## config.mk

```make
export PLATFORM = sky130hd
export DESIGN_NAME = tx_uart_scheduler_flat
export DESIGN_NICKNAME = d
export VERILOG_FILES = /design/src/rtl/tx_uart_scheduler_if.sv /design/src/rtl/tx_uart_scheduler.sv /design/src/flat_wrapper.sv
export SDC_FILE = /design/constraint.sdc
export NUM_CORES = 1
export LEC_CHECK = 0
export BUFFER_PORTS_ARGS = -buffer_cell sky130_fd_sc_hd__buf_2
export CORE_ASPECT_RATIO = 1.5
export CORE_MARGIN = 2
export CORE_UTILIZATION = 40
export CTS_BUF_LIST = sky130_fd_sc_hd__clkbuf_4 sky130_fd_sc_hd__clkbuf_8 sky130_fd_sc_hd__clkbuf_16
export CTS_CLUSTER_SIZE = 14
export DETAILED_ROUTE_END_ITERATION = 12
export PLACE_DENSITY = 0.74
export SYNTH_ARGS = -nofsm -noshare
export SYNTH_HDL_FRONTEND = slang
export SYNTH_SLANG_ARGS = --single-unit
```

## constraint.sdc

```tcl
create_clock -name clk -period 4.5 [get_ports clk]
set_input_delay 0.675 -clock clk [delete_from_list [all_inputs] [get_ports clk]]
set_output_delay 0.675 -clock clk [all_outputs]
set_load 0.1 [all_outputs]
```

## src/rtl/tx_uart_scheduler_if.sv

```systemverilog
// Requester and TxUART handshake bundle for tx_uart_scheduler.
// The master side is the requesters plus the TxUART; the slave side is the scheduler.
interface tx_uart_scheduler_if #(
    parameter int NUM_REQ          = 4,
    parameter int INPUT_DATA_WIDTH = 8,
    parameter int TX_DATA_WIDTH    = 9
);
    logic [NUM_REQ-1:0]                  req_valid;
    logic [NUM_REQ*INPUT_DATA_WIDTH-1:0] req_data;
    logic [NUM_REQ-1:0]                  req_ready;
    logic                                tx_baud_clk;
    logic                                tx_enable;
    logic [TX_DATA_WIDTH-1:0]            tx_data;
    logic                                tx_busy;
    logic [$clog2(NUM_REQ)-1:0]          grant_id;
    logic                                frame_done;
    logic                                tx_error;

    modport master (
        output req_valid, req_data, tx_busy,
        input  req_ready, tx_baud_clk, tx_enable, tx_data, grant_id, frame_done, tx_error
    );

    modport slave (
        input  req_valid, req_data, tx_busy,
        output req_ready, tx_baud_clk, tx_enable, tx_data, grant_id, frame_done, tx_error
    );
endinterface

```

## src/rtl/tx_uart_scheduler.sv

```systemverilog
// Round-robin scheduler sharing one TxUART between NUM_REQ byte sources;
// adds parity, generates the baud tick and enforces an idle gap between frames.
//
// state     | meaning
// IDLE      | pick next requester (round robin) once TxUART is idle
// LOAD      | one-cycle tx_enable strobe, ack the granted requester
// WAIT_BUSY | wait up to 3 cycles for TxUART to report busy
// SEND      | frame on the line, wait for busy to drop
// GAP       | hold off GAP_BAUDS bit times before the next grant
module tx_uart_scheduler #(
    parameter int NUM_REQ          = 4,
    parameter int INPUT_DATA_WIDTH = 8,
    parameter int PARITY_ENABLED   = 1,
    parameter int PARITY_ODD       = 0,
    parameter int CLKS_PER_BAUD    = 16,
    parameter int GAP_BAUDS        = 1
) (
    input logic                 clk,
    input logic                 reset,
    tx_uart_scheduler_if.slave  bus
);
    localparam int W  = INPUT_DATA_WIDTH;
    localparam int DW = INPUT_DATA_WIDTH + PARITY_ENABLED;
    localparam int PW = $clog2(NUM_REQ);
    localparam int CW = $clog2(CLKS_PER_BAUD);

    typedef enum logic [2:0] {
        IDLE,
        LOAD,
        WAIT_BUSY,
        SEND,
        GAP
    } state_t;

    state_t          state_q, state_d;
    logic [PW-1:0]   ptr_q, ptr_d;
    logic [PW-1:0]   grant_q, grant_d;
    logic [DW-1:0]   data_q, data_d;
    logic [CW-1:0]   baud_q, baud_d;
    logic [1:0]      wait_q, wait_d;
    logic [3:0]      gap_q, gap_d;
    logic            done_q, done_d;
    logic            err_q, err_d;

    logic            tick;
    logic [PW-1:0]   win;
    logic [PW-1:0]   idx;
    logic [W-1:0]    win_word;
    logic [DW-1:0]   win_frame;
    logic [W-1:0]    req_word [NUM_REQ];

    for (genvar g = 0; g < NUM_REQ; g++) begin : g_word
        assign req_word[g] = bus.req_data[g*W +: W];
    end

    assign win_word = req_word[win];

    if (PARITY_ENABLED != 0) begin : g_parity
        assign win_frame = {(^win_word) ^ (PARITY_ODD != 0), win_word};
    end else begin : g_no_parity
        assign win_frame = win_word;
    end

    assign tick = (baud_q == CW'(CLKS_PER_BAUD - 1));

    // Scan from the highest offset down so the requester closest to ptr_q wins.
    always_comb begin
        win = ptr_q;
        idx = '0;
        for (int k = NUM_REQ - 1; k >= 0; k--) begin
            idx = PW'((int'(ptr_q) + k) % NUM_REQ);
            if (bus.req_valid[idx]) begin
                win = idx;
            end
        end
    end

    always_ff @(posedge clk or negedge reset) begin
        if (!reset) begin
            state_q <= IDLE;
            ptr_q   <= '0;
            grant_q <= '0;
            data_q  <= '0;
            baud_q  <= '0;
            wait_q  <= '0;
            gap_q   <= '0;
            done_q  <= 1'b0;
            err_q   <= 1'b0;
        end else begin
            state_q <= state_d;
            ptr_q   <= ptr_d;
            grant_q <= grant_d;
            data_q  <= data_d;
            baud_q  <= baud_d;
            wait_q  <= wait_d;
            gap_q   <= gap_d;
            done_q  <= done_d;
            err_q   <= err_d;
        end
    end

    always_comb begin
        state_d = state_q;
        ptr_d   = ptr_q;
        grant_d = grant_q;
        data_d  = data_q;
        wait_d  = wait_q;
        gap_d   = gap_q;
        done_d  = 1'b0;
        err_d   = 1'b0;
        // Restarting the bit timer at LOAD aligns the first tick with the TxUART start bit.
        baud_d  = (state_q == LOAD || tick) ? '0 : baud_q + 1'b1;

        case (state_q)
            IDLE: begin
                if (|bus.req_valid && !bus.tx_busy) begin
                    grant_d = win;
                    data_d  = win_frame;
                    ptr_d   = (win == PW'(NUM_REQ - 1)) ? '0 : win + 1'b1;
                    state_d = LOAD;
                end
            end
            LOAD: begin
                wait_d  = 2'd2;
                state_d = WAIT_BUSY;
            end
            WAIT_BUSY: begin
                if (bus.tx_busy) begin
                    state_d = SEND;
                end else if (wait_q == 2'd0) begin
                    err_d   = 1'b1;
                    state_d = IDLE;
                end else begin
                    wait_d = wait_q - 1'b1;
                end
            end
            SEND: begin
                if (!bus.tx_busy) begin
                    done_d = 1'b1;
                    if (GAP_BAUDS == 0) begin
                        state_d = IDLE;
                    end else begin
                        gap_d   = 4'(GAP_BAUDS);
                        state_d = GAP;
                    end
                end
            end
            GAP: begin
                if (tick) begin
                    if (gap_q == 4'd1) begin
                        state_d = IDLE;
                    end else begin
                        gap_d = gap_q - 1'b1;
                    end
                end
            end
            default: state_d = IDLE;
        endcase
    end

    assign bus.tx_baud_clk = tick;
    assign bus.tx_enable   = (state_q == LOAD);
    assign bus.req_ready   = (state_q == LOAD) ? (NUM_REQ'(1) << grant_q) : '0;
    assign bus.tx_data     = data_q;
    assign bus.grant_id    = grant_q;
    assign bus.frame_done  = done_q;
    assign bus.tx_error    = err_q;
endmodule

```

## src/flat_wrapper.sv

```systemverilog
// flat-port wrapper written by rule: the top's interface ports become plain ports
module tx_uart_scheduler_flat 
#(
    parameter int NUM_REQ          = 4,
    parameter int INPUT_DATA_WIDTH = 8,
    parameter int PARITY_ENABLED   = 1,
    parameter int PARITY_ODD       = 0,
    parameter int CLKS_PER_BAUD    = 16,
    parameter int GAP_BAUDS        = 1
)
  (clk, reset, bus_req_valid, bus_req_data, bus_tx_busy, bus_req_ready, bus_tx_baud_clk, bus_tx_enable, bus_tx_data, bus_grant_id, bus_frame_done, bus_tx_error);
  tx_uart_scheduler_if #(.NUM_REQ(NUM_REQ), .INPUT_DATA_WIDTH(INPUT_DATA_WIDTH), .TX_DATA_WIDTH((9))) bus_i ();
  input logic clk;
  input logic reset;
  input wire logic [$bits(bus_i.req_valid)-1:0] bus_req_valid;
  input wire logic [$bits(bus_i.req_data)-1:0] bus_req_data;
  input wire logic [$bits(bus_i.tx_busy)-1:0] bus_tx_busy;
  output wire logic [$bits(bus_i.req_ready)-1:0] bus_req_ready;
  output wire logic [$bits(bus_i.tx_baud_clk)-1:0] bus_tx_baud_clk;
  output wire logic [$bits(bus_i.tx_enable)-1:0] bus_tx_enable;
  output wire logic [$bits(bus_i.tx_data)-1:0] bus_tx_data;
  output wire logic [$bits(bus_i.grant_id)-1:0] bus_grant_id;
  output wire logic [$bits(bus_i.frame_done)-1:0] bus_frame_done;
  output wire logic [$bits(bus_i.tx_error)-1:0] bus_tx_error;
  assign bus_i.req_valid = bus_req_valid;
  assign bus_i.req_data = bus_req_data;
  assign bus_i.tx_busy = bus_tx_busy;
  assign bus_req_ready = bus_i.req_ready;
  assign bus_tx_baud_clk = bus_i.tx_baud_clk;
  assign bus_tx_enable = bus_i.tx_enable;
  assign bus_tx_data = bus_i.tx_data;
  assign bus_grant_id = bus_i.grant_id;
  assign bus_frame_done = bus_i.frame_done;
  assign bus_tx_error = bus_i.tx_error;
  tx_uart_scheduler #(.NUM_REQ(NUM_REQ), .INPUT_DATA_WIDTH(INPUT_DATA_WIDTH), .PARITY_ENABLED(PARITY_ENABLED), .PARITY_ODD(PARITY_ODD), .CLKS_PER_BAUD(CLKS_PER_BAUD), .GAP_BAUDS(GAP_BAUDS)) u_core (.clk(clk), .reset(reset), .bus(bus_i));
endmodule
```

==> results of run 1 <==
[area by class of cell]
| type | count | area (um^2) | area share |
|---|---|---|---|
| clock buffer | 3 | 41.3 | 0.0216 |
| tap | 43 | 53.8 | 0.0281 |
| inverter | 8 | 30.0 | 0.0157 |
| multi-input combinational | 97 | 803 | 0.420 |
| sequential | 28 | 701 | 0.366 |
| timing repair buffer | 57 | 285 | 0.149 |
[routing by layer]
metal  wire, um  track usage  share of wire
met3        200       0.0260          0.066
met4         47       0.0675          0.016
met5          0            0              0
met2       1660        0.304           0.55
met1       1100        0.187           0.37
[cell usage in the layout, fill, tap and decap left out, types with 2 or more instances in the layout]
| cell type | n |
|---|---|
| or3_1 | 2 |
| and3_1 | 2 |
| xnor2_1 | 10 |
| nand3_1 | 3 |
| o21ai_0 | 5 |
| clkbuf_8 | 3 |
| buf_2 | 57 |
| xor2_1 | 2 |
| nor3_1 | 3 |
| nor2b_1 | 2 |
| mux2_2 | 8 |
| a21oi_1 | 3 |
| inv_1 | 8 |
| dfrtp_1 | 28 |
| nor2_1 | 15 |
| nor3b_1 | 3 |
| ha_1 | 4 |
| nand2_1 | 9 |
| o21ai_1 | 4 |
| mux2_1 | 2 |
| mux4_2 | 8 |
[registers in the layout, indices dropped and copies added, names as in the netlist]
name and cells:
u_core.baud_q 4, u_core.bus.frame_done 1, u_core.bus.grant_id 2, u_core.bus.tx_data 9, u_core.bus.tx_error 1, u_core.gap_q 4, u_core.ptr_q 2, u_core.state_q 3
u_core.wait_q 2
[worst max-delay path, stage by stage]
cell,delay [ps]
buf_2,130
a21o_4,220
o21ai_4,400
mux4_2,580
xnor2_1,220
xnor2_1,180
xnor2_1,140
o21ai_1,70
[path summary, 6_finish.rpt]
| kind | start | endpoint | cells past startpoint |
|---|---|---|---|
| setup / recovery | bus_req_valid[0] | u_core.bus.tx_data[8] | 8 |
| hold / removal | reset | u_core.bus.tx_error | 1 |
| setup reg to reg | u_core.ptr_q[0] | u_core.bus.tx_data[8] | 8 |
| hold reg to reg | u_core.baud_q[0] | u_core.baud_q[0] | 1 |
| max in group asynchronous | reset | u_core.ptr_q[1] | 1 |
| min in group clk | u_core.baud_q[0] | u_core.baud_q[0] | 1 |
[stage by stage]
stage	hold WS, ps	utilization	instances	cell area (um^2)	setup WS, ps
3_3_place_gp	446	0.509	233	1870	1750
3_5_place_dp	448	0.509	233	1870	1680
6_report	402	0.520	236	1910	2000
4_1_cts	429	0.520	236	1910	1990
2_1_floorplan	379	-	137	1550	563
5_1_grt	455	0.520	236	1910	1870
[cells by family after synthesis]
group                      Yosys count  synth area share
buffers and inverters               12            0.0299
DFF                                 28             0.452
AOI/OAI and AO/OA                   20            0.0928
muxes                               19             0.195
and+or+nand+nor                     42             0.130
adders and majority gates            4            0.0323
xor gates and xnor gates            12            0.0678
==> out/qor.csv, run 1 <==
metric,value,unit
critPathRequiredTime,4630,ps
r2r_setup_slack,2110,ps
relSlewSlack,0.605,
rows,27,
grt_antenna_before_repair,0,
start_util,0.421,
yosys.area.top_type,dfrtp_1,
die_area,0.00440,mm^2
cp_max_fo,10,
grt_pass1_vias,1310,
yosys-top-cells-area,"dfrtp_1 45%, mux4_2 12%, mux2_2 5.8%, xnor2_1 5.6%, nor2_1 3.6%",
dp_hpwl,2480,um
setup-violations-final,0,
cts_sinks,28,
fin_skew,3.02,ps
cp-end-kind,flop,
grt_usage,0.169,
cts-root-buf,clkbuf_8,
tightest_slew,593,ps
yosys_most_used_dff,dfrtp_1,
drv_cap,0,
area_growth,23.5,%
num_io_pins,58,
yosysSeqAreaShare,0.452,
final_layout_size_suffix_gt1_frac,0.415,
slew_viol_final,0,
fp.dieW,54.8,um
fillCellCount,333,
synth.most_common_cell,dfrtp_1,
synth_edf_count,0,
drtPass1Iterations,4,
cts_inserted_buffers,3,
syn_area,0.00155,mm^2
vias_per_cell,5.30,
worstSetupStartpointType,input port,
syn_avg_cell_area,11.3,um^2
max_clock_freq,0.401,GHz
cp.arrival,2630,ps
routed-via-count,1250,
die_y,80.2,um
synthTopCellsByCount,"28 x dfrtp_1, 15 x nor2_1, 10 x xnor2_1, 9 x nand2_1",
cts_hold_buf,0,
htree_levels,1,
ant_nets,0,
cts.path.max_buffers,2,
worstSetupPathType,input port to flop,
hold_class,input port to asynchronous set/reset pin,
io_buffers,57,
clk-insertion-delay-late,270,ps
wl_per_cell,12.8,um
synth_top_area_frac,0.452,
grt_start_max_net_pins,29,
status,"finished, final reports clean",
nets,238,
period_share,0.554,
ys_warn_count,0,
cts_setup_buffers,0,
fin_crit,2500,ps
clk_pin_slew,80,ps
cts_tree,done,
drc_errors,0,
ys_ff_latch,28,
rsz0062_at_grt,false,
wl,3020,um
ctsResizeCount,0,
antennaDiodeCount,0,
gp_congestion,0.777,
tns,0,ps
hold_viol,0,
grt_remaining_overflow,0,
grt_pass1_wl,5430,um
core_area,0.00368,mm^2
synthDistinctLibCells,33,
syn-instance-count,137,
first_iter_violations,25,
synthArstFlopShare,1.00,
syn_nets,180,
Power of run 1 is left out: the tool's default activity adds up to more than one toggle a clock period on the data nets, which glitch-free logic cannot reach.
==> run 2, diff against run 1 <==
- ABC_AREA: default -> 1
- PLACE_DENSITY: 0.74 -> 0.73
- clock period: 4.5 -> 2 ns (I/O delays scaled with it)
==> run 2 against run 1 <==
Cell count up 110%. Core utilization rose by 8.9 points. Routed wire length is 97% higher. The run now ends with setup timing left. Die area grew 40%. Critical path type is now flop to flop. Hold slack lost 380 ps. Worst setup slack lost 2300 ps. Non-clock buffer count rose by 35. Sequential share of layout area is 15 points lower.
==> out/qor.csv, run 2 <==
metric,value,unit
worstSetupPathType,flop to flop,
area_growth,48.6,%
worst-r2r-cell-count,21,
yosys.area.top_type,dfrtp_1,
core_area,0.00541,mm^2
first_iter_violations,99,
cp.arrival,2420,ps
start_util,0.410,
routed-via-count,2519,
synth_top_area_frac,0.316,
slowest_delay,480,ps
ant_nets,0,
drtPass1Iterations,4,
crit_chain,buf_6 > nand2_4 > nand2_4 > nand2_4 > nand2_2 > nand2_2 > nand2_4 > nand2_4 > nand2_8 > buf_4 > nand3_1 > nand3_1 > nand2_1 > nand2_1 > nand2_2 > inv_2 > nand2_1 > nand2_1 > nand2_1 > nand3_1 > nand2_1,
cts_hold_buf,0,
relSlewSlack,0.599,
grt_pass1_vias,2505,
fp.dieW,64.8,um
ys_ff_latch,28,
grt_remaining_overflow,0,
yosys_most_used_dff,dfrtp_1,
cts_tree,done,
synth.most_common_cell,nand2_1,
fin_crit,2260,ps
yosysSeqAreaShare,0.316,
wl_per_cell,11.9,um
mostFrequentLayoutCell,nand2_1,
slowest_stage,dfrtp_2,
place_inst,488,
violations,setup timing,
num_io_pins,58,
synth_edf_count,0,
drv_cap,0,
cts.path.max_buffers,2,
utilization,0.609,
htree_levels,1,
cpMostUsedCell,nand2_1,
largest_reg_flops,9,
cts_inserted_buffers,3,
crit_family,simple AND/OR/NAND/NOR gates,
grt_antenna_before_repair,0,
dpl_worst_slack,-323,ps
critPathRequiredTime,2170,ps
synthTopCellsByCount,"132 x nand2_1, 60 x nand3_1, 39 x inv_1, 28 x dfrtp_1",
slew_viol_final,0,
status,"complete, but fails checks",
period_share,1.13,
fillCellCount,481,
syn_avg_cell_area,6.43,um^2
r2r_setup_slack,-260,ps
startpoint,u_core.ptr_q[0],
final_layout_size_suffix_gt1_frac,0.396,
clk_pin_slew,90,ps
syn_nets,388,
vias_per_cell,5.02,
fin_ws,-256,ps
rsz0062_at_grt,true,
gp_congestion,0.827,
syn-instance-count,345,
cts-root-buf,clkbuf_8,
die_y,95.2,um
reg2reg_from,u_core.ptr_q[0],
cp-end-kind,flop,
io_buffers,57,
nets,476,
hold_viol,0,
clk-insertion-delay-late,270,ps
setup-violations-final,2,
wl,5960,um
grt_pass1_wl,10000,um
max_clock_freq,0.443,GHz
die_area,0.00617,mm^2
mostFrequentLayoutCells,"102 x nand2_1, 53 x buf_2, 52 x nand3_1",
rows,33,
rr_endpoint,u_core.bus.tx_data[8],
syn_area,0.00222,mm^2
grt_usage,0.199,
cp_max_fo,8,
critPathBufInv,3,
worstSetupStartpointType,flop,
ys_warn_count,0,
place_area,0.00287,mm^2
grt_start_max_net_pins,29,
hold_class,input port to asynchronous set/reset pin,
fin_skew,4.55,ps
synthArstFlopShare,1.00,
synthDistinctLibCells,34,
layoutNonFillerInstCount,502,
dp_hpwl,4270,um
yosys-top-cells-area,"dfrtp_1 32%, nand2_1 22%, nand3_1 14%, inv_1 6.6%, nor3_1 3.2%",
tightest_slew,602,ps
design_area,0.00330,mm^2
drc_errors,0,
cts_sinks,28,
antennaDiodeCount,0,
==> run 2: cell types whose count changed in the layout (fill, tap and decap cells not counted), moves of 10 or more <==
cell,delta
nand2_4,+10
nand3_1,+49
nand2_2,+27
nand2_1,+93
inv_1,+29
buf_4,+27
==> run 2: logic make-up (layout without fill, tap and decap cells) <==
| group | after synthesis | in the layout | synth area share |
|---|---|---|---|
| xor gates and xnor gates | 2 | 2 | 0.00790 |
| DFF | 28 | 28 | 0.316 |
| buffers and inverters | 57 | 142 | 0.118 |
| adders and majority gates | 4 | 4 | 0.0226 |
| and+or+nand+nor | 228 | 230 | 0.463 |
| AOI/OAI and AO/OA | 26 | 26 | 0.0722 |
==> run 2: area by class of cell <==
class | instances | area, um^2 | share of cell area
Multi-Input combinational cell | 262 | 1570 | 0.475
Sequential cell | 28 | 703 | 0.213
Timing Repair Buffer | 92 | 698 | 0.212
Inverter | 46 | 185 | 0.0562
Tap cell | 70 | 87.6 | 0.0266
Clock buffer | 4 | 55.1 | 0.0167
==> run 2: routing by layer <==
metal / wire (um) / GRT usage
met5: 0 / 0
met4: 173 / 0.0869
met3: 294 / 0.0189
met2: 3170 / 0.390
met1: 2320 / 0.212
==> run 2: what timing repair did <==
| item | 4_1_cts | 5_1_grt |
|---|---|---|
| setup buffers | 7 | 3 |
| resized for setup | 26 | 50 |
| hold endpoints to repair | 0 | 0 |
| endpoints found under the setup margin | 9 | 9 |
| pin swaps | 22 | 19 |
| cloned | 2 | 1 |
==> run 2: how the worst max path moves through the flow <==
stage | to | slack (ps) | depth (start not counted)
final | u_core.bus.tx_data[8] | -260 | 21
after global routing | u_core.bus.tx_data[8] | -450 | 21
after CTS | u_core.bus.tx_data[8] | -230 | 20
after detailed placement | u_core.bus.tx_data[8] | -320 | 19
after global placement | u_core.bus.tx_data[8] | -220 | 19
after floorplan | bus_req_ready[0] | -650 | 4
==> run 2: metrics by stage <==
| step | TNS, ps | hold slack [ps] |
|---|---|---|
| after floorplan | -2490 | 4.41 |
| after global placement | -219 | 341 |
| after detailed placement | -675 | 343 |
| after CTS | -465 | 41.1 |
| after global routing | -1050 | 71.8 |
| final | -324 | 25.1 |
==> run 2: worst reg2reg max path: stages (launching register included) <==
cell	delay, ps
dfrtp_2	480
buf_6	170
nand2_4	60
nand2_4	70
nand2_4	50
nand2_2	60
nand2_2	60
nand2_4	90
nand2_4	70
nand2_8	140
buf_4	150
nand3_1	80
nand3_1	100
nand2_1	70
nand2_1	90
nand2_2	80
inv_2	60
nand2_1	50
nand2_1	60
nand2_1	50
nand3_1	70
nand2_1	50
Power of run 2 is left out for the same reason.
==> run 3, diff against run 2 <==
- CORE_MARGIN: 2 -> default
- CTS_BUF_LIST: sky130_fd_sc_hd__clkbuf_4 sky130_fd_sc_hd__clkbuf_8 sky130_fd_sc_hd__clkbuf_16 -> sky130_fd_sc_hd__clkbuf_2
==> run 3 against run 2 <==
The flow still finishes with violations (setup timing). Clock skew grew 9.9 ps. Non-clock buffer count increased by 11. Worst setup slack worse by 16 ps. Sequential share of layout area is 1.1 points lower. Highest routed layer unchanged. Fmax shrank 0.68%. Critical path depth unchanged. Die area is 5.1% lower. Clock-buffer cell count fell by 1. Sequential cell count unchanged. Routed wire length grew 11%. Design area increased by 5.2%. Core utilization up 5.2 points. Largest cell class unchanged.
==> out/qor.csv, run 3 (synthesis gave the netlist of run 2 again) <==
metric,value,unit
slowest_delay,510,ps
clk_pin_slew,270,ps
hold_viol,0,
ant_nets,0,
worst-r2r-cell-count,21,
rows,32,
cpMostUsedCell,nand2_1,
first_iter_violations,156,
routed-via-count,2667,
holdPathStages,2,
dp_hpwl,4320,um
period_share,1.14,
status,"complete, but fails checks",
area_growth,56.3,%
antennaDiodeCount,0,
wl_per_cell,12.9,um
rr_endpoint,u_core.bus.tx_data[8],
start_util,0.423,
min-delay-start,bus_tx_busy,
htree_levels,1,
tightest_slew,604,ps
cp-end-kind,flop,
largest_reg_flops,9,
num_io_pins,58,
grt_start_max_net_pins,29,
final_layout_size_suffix_gt1_frac,0.453,
grt_antenna_before_repair,0,
cp.arrival,2580,ps
cts-root-buf,clkbuf_2,
slowest_stage,dfrtp_2,
clk-insertion-delay-late,360,ps
core_area,0.00525,mm^2
cp_max_fo,6,
violations,setup timing,
die_area,0.00585,mm^2
fin_crit,2270,ps
vias_per_cell,5.21,
nets,488,
grt_pass1_vias,2494,
cts.path.max_buffers,2,
mostFrequentLayoutCells,"93 x nand2_1, 51 x buf_2, 39 x nand3_1",
slew_viol_final,0,
drtPass1Iterations,4,
fin_ws,-272,ps
setup-violations-final,6,
grt_usage,0.214,
fp.dieW,62.8,um
mostFrequentLayoutCell,nand2_1,
cts_sinks,28,
hold_class,input port to flop,
cts_tree,done,
worstSetupPathType,flop to flop,
grt_remaining_overflow,0,
io_buffers,57,
final-seq-area,703,um^2
drc_errors,0,
fin_skew,14.4,ps
holdPathEnd,u_core.bus.frame_done,
multi_input_area,0.00165,mm^2
crit_chain,buf_6 > nand2_4 > nand3_4 > nand2_2 > inv_2 > nand2_2 > nand2_4 > nand3_4 > buf_12 > nand2_4 > nand2_1 > nand2_1 > nand2_1 > nand2_2 > nand2_2 > nand2_1 > nand3_1 > nand2_1 > nand2_1 > nand3_1 > nand2_1,
dpl_worst_slack,-298,ps
drv_cap,0,
wl,6620,um
r2r_setup_slack,-270,ps
critPathRequiredTime,2300,ps
cts_inserted_buffers,3,
gp_congestion,0.869,
relSlewSlack,0.598,
worstSetupStartpointType,flop,
die_y,93.2,um
grt_pass1_wl,10300,um
reg2reg_from,u_core.ptr_q[0],
rsz0062_at_grt,true,
fillCellCount,426,
max_clock_freq,0.440,GHz
-- run 3: cell count changes in the layout (fill, tap and decap cells not counted), moves of 3 or more --
| cell | delta |
|---|---|
| buf_4 | +8 |
| clkbuf_2 | +3 |
| clkbuf_8 | -4 |
| nand2_1 | -9 |
| nand2_2 | +11 |
| nand3_1 | -13 |
| nand3_2 | +13 |
-- run 3: per-stage QoR --
stage	area, um^2	hold WS (ps)	util	cells	TNS, ps
after floorplan	2280	4.41	-	345	-2490
after global placement	2880	344	0.549	488	-214
after detailed placement	2880	347	0.549	488	-502
after CTS	3140	126	0.598	505	-212
after global routing	3470	127	0.661	512	-1790
final	3470	132	0.661	512	-610
-- run 3: what timing repair did --
action	4_1_cts	5_1_grt
pin swaps	14	43
gates cloned	1	4
hold buffers	1	0
gates resized for setup	26	69
setup endpoints to repair	13	15
buffers inserted	11	3
endpoints found under the hold margin	28	0
-- run 3: cell type report --
type | instances | share of cell area
Clock inverter | 1 | 0.00866
Clock buffer | 3 | 0.00433
Multi-Input combinational cell | 263 | 0.475
Timing Repair Buffer | 103 | 0.232
Tap cell | 68 | 0.0245
Inverter | 46 | 0.0527
Sequential cell | 28 | 0.203
-- run 3: worst max-delay path, delay by kind of cell, from the launching register on --
kind	cells	cell delay, ps
and+or+nand+nor	18	1330
DFF	1	510
buffers and inverters	3	370
-- run 3: worst max-delay path by stage --
stage	endpoint	start	cells after the start	slack, ps
finish	u_core.bus.tx_data[8]	u_core.ptr_q[0]	21	-270
global route	u_core.bus.tx_data[8]	u_core.ptr_q[0]	21	-410
CTS	u_core.bus.tx_data[8]	u_core.ptr_q[0]	20	-190
detailed placement	u_core.bus.tx_data[8]	u_core.ptr_q[0]	19	-300
global placement	u_core.bus.tx_data[8]	u_core.ptr_q[0]	19	-210
floorplan	bus_req_ready[0]	u_core.state_q[0]	4	-650
-- run 3: per-layer routing --
metal	routed length, um	track usage	vias up
met5	0	0	-
met3	279	0.0232	16
met1	2560	0.240	1236
li1	-	-	1310
met2	3640	0.405	105
met4	144	0.0833	0
Power of run 3 is left out for the same reason.
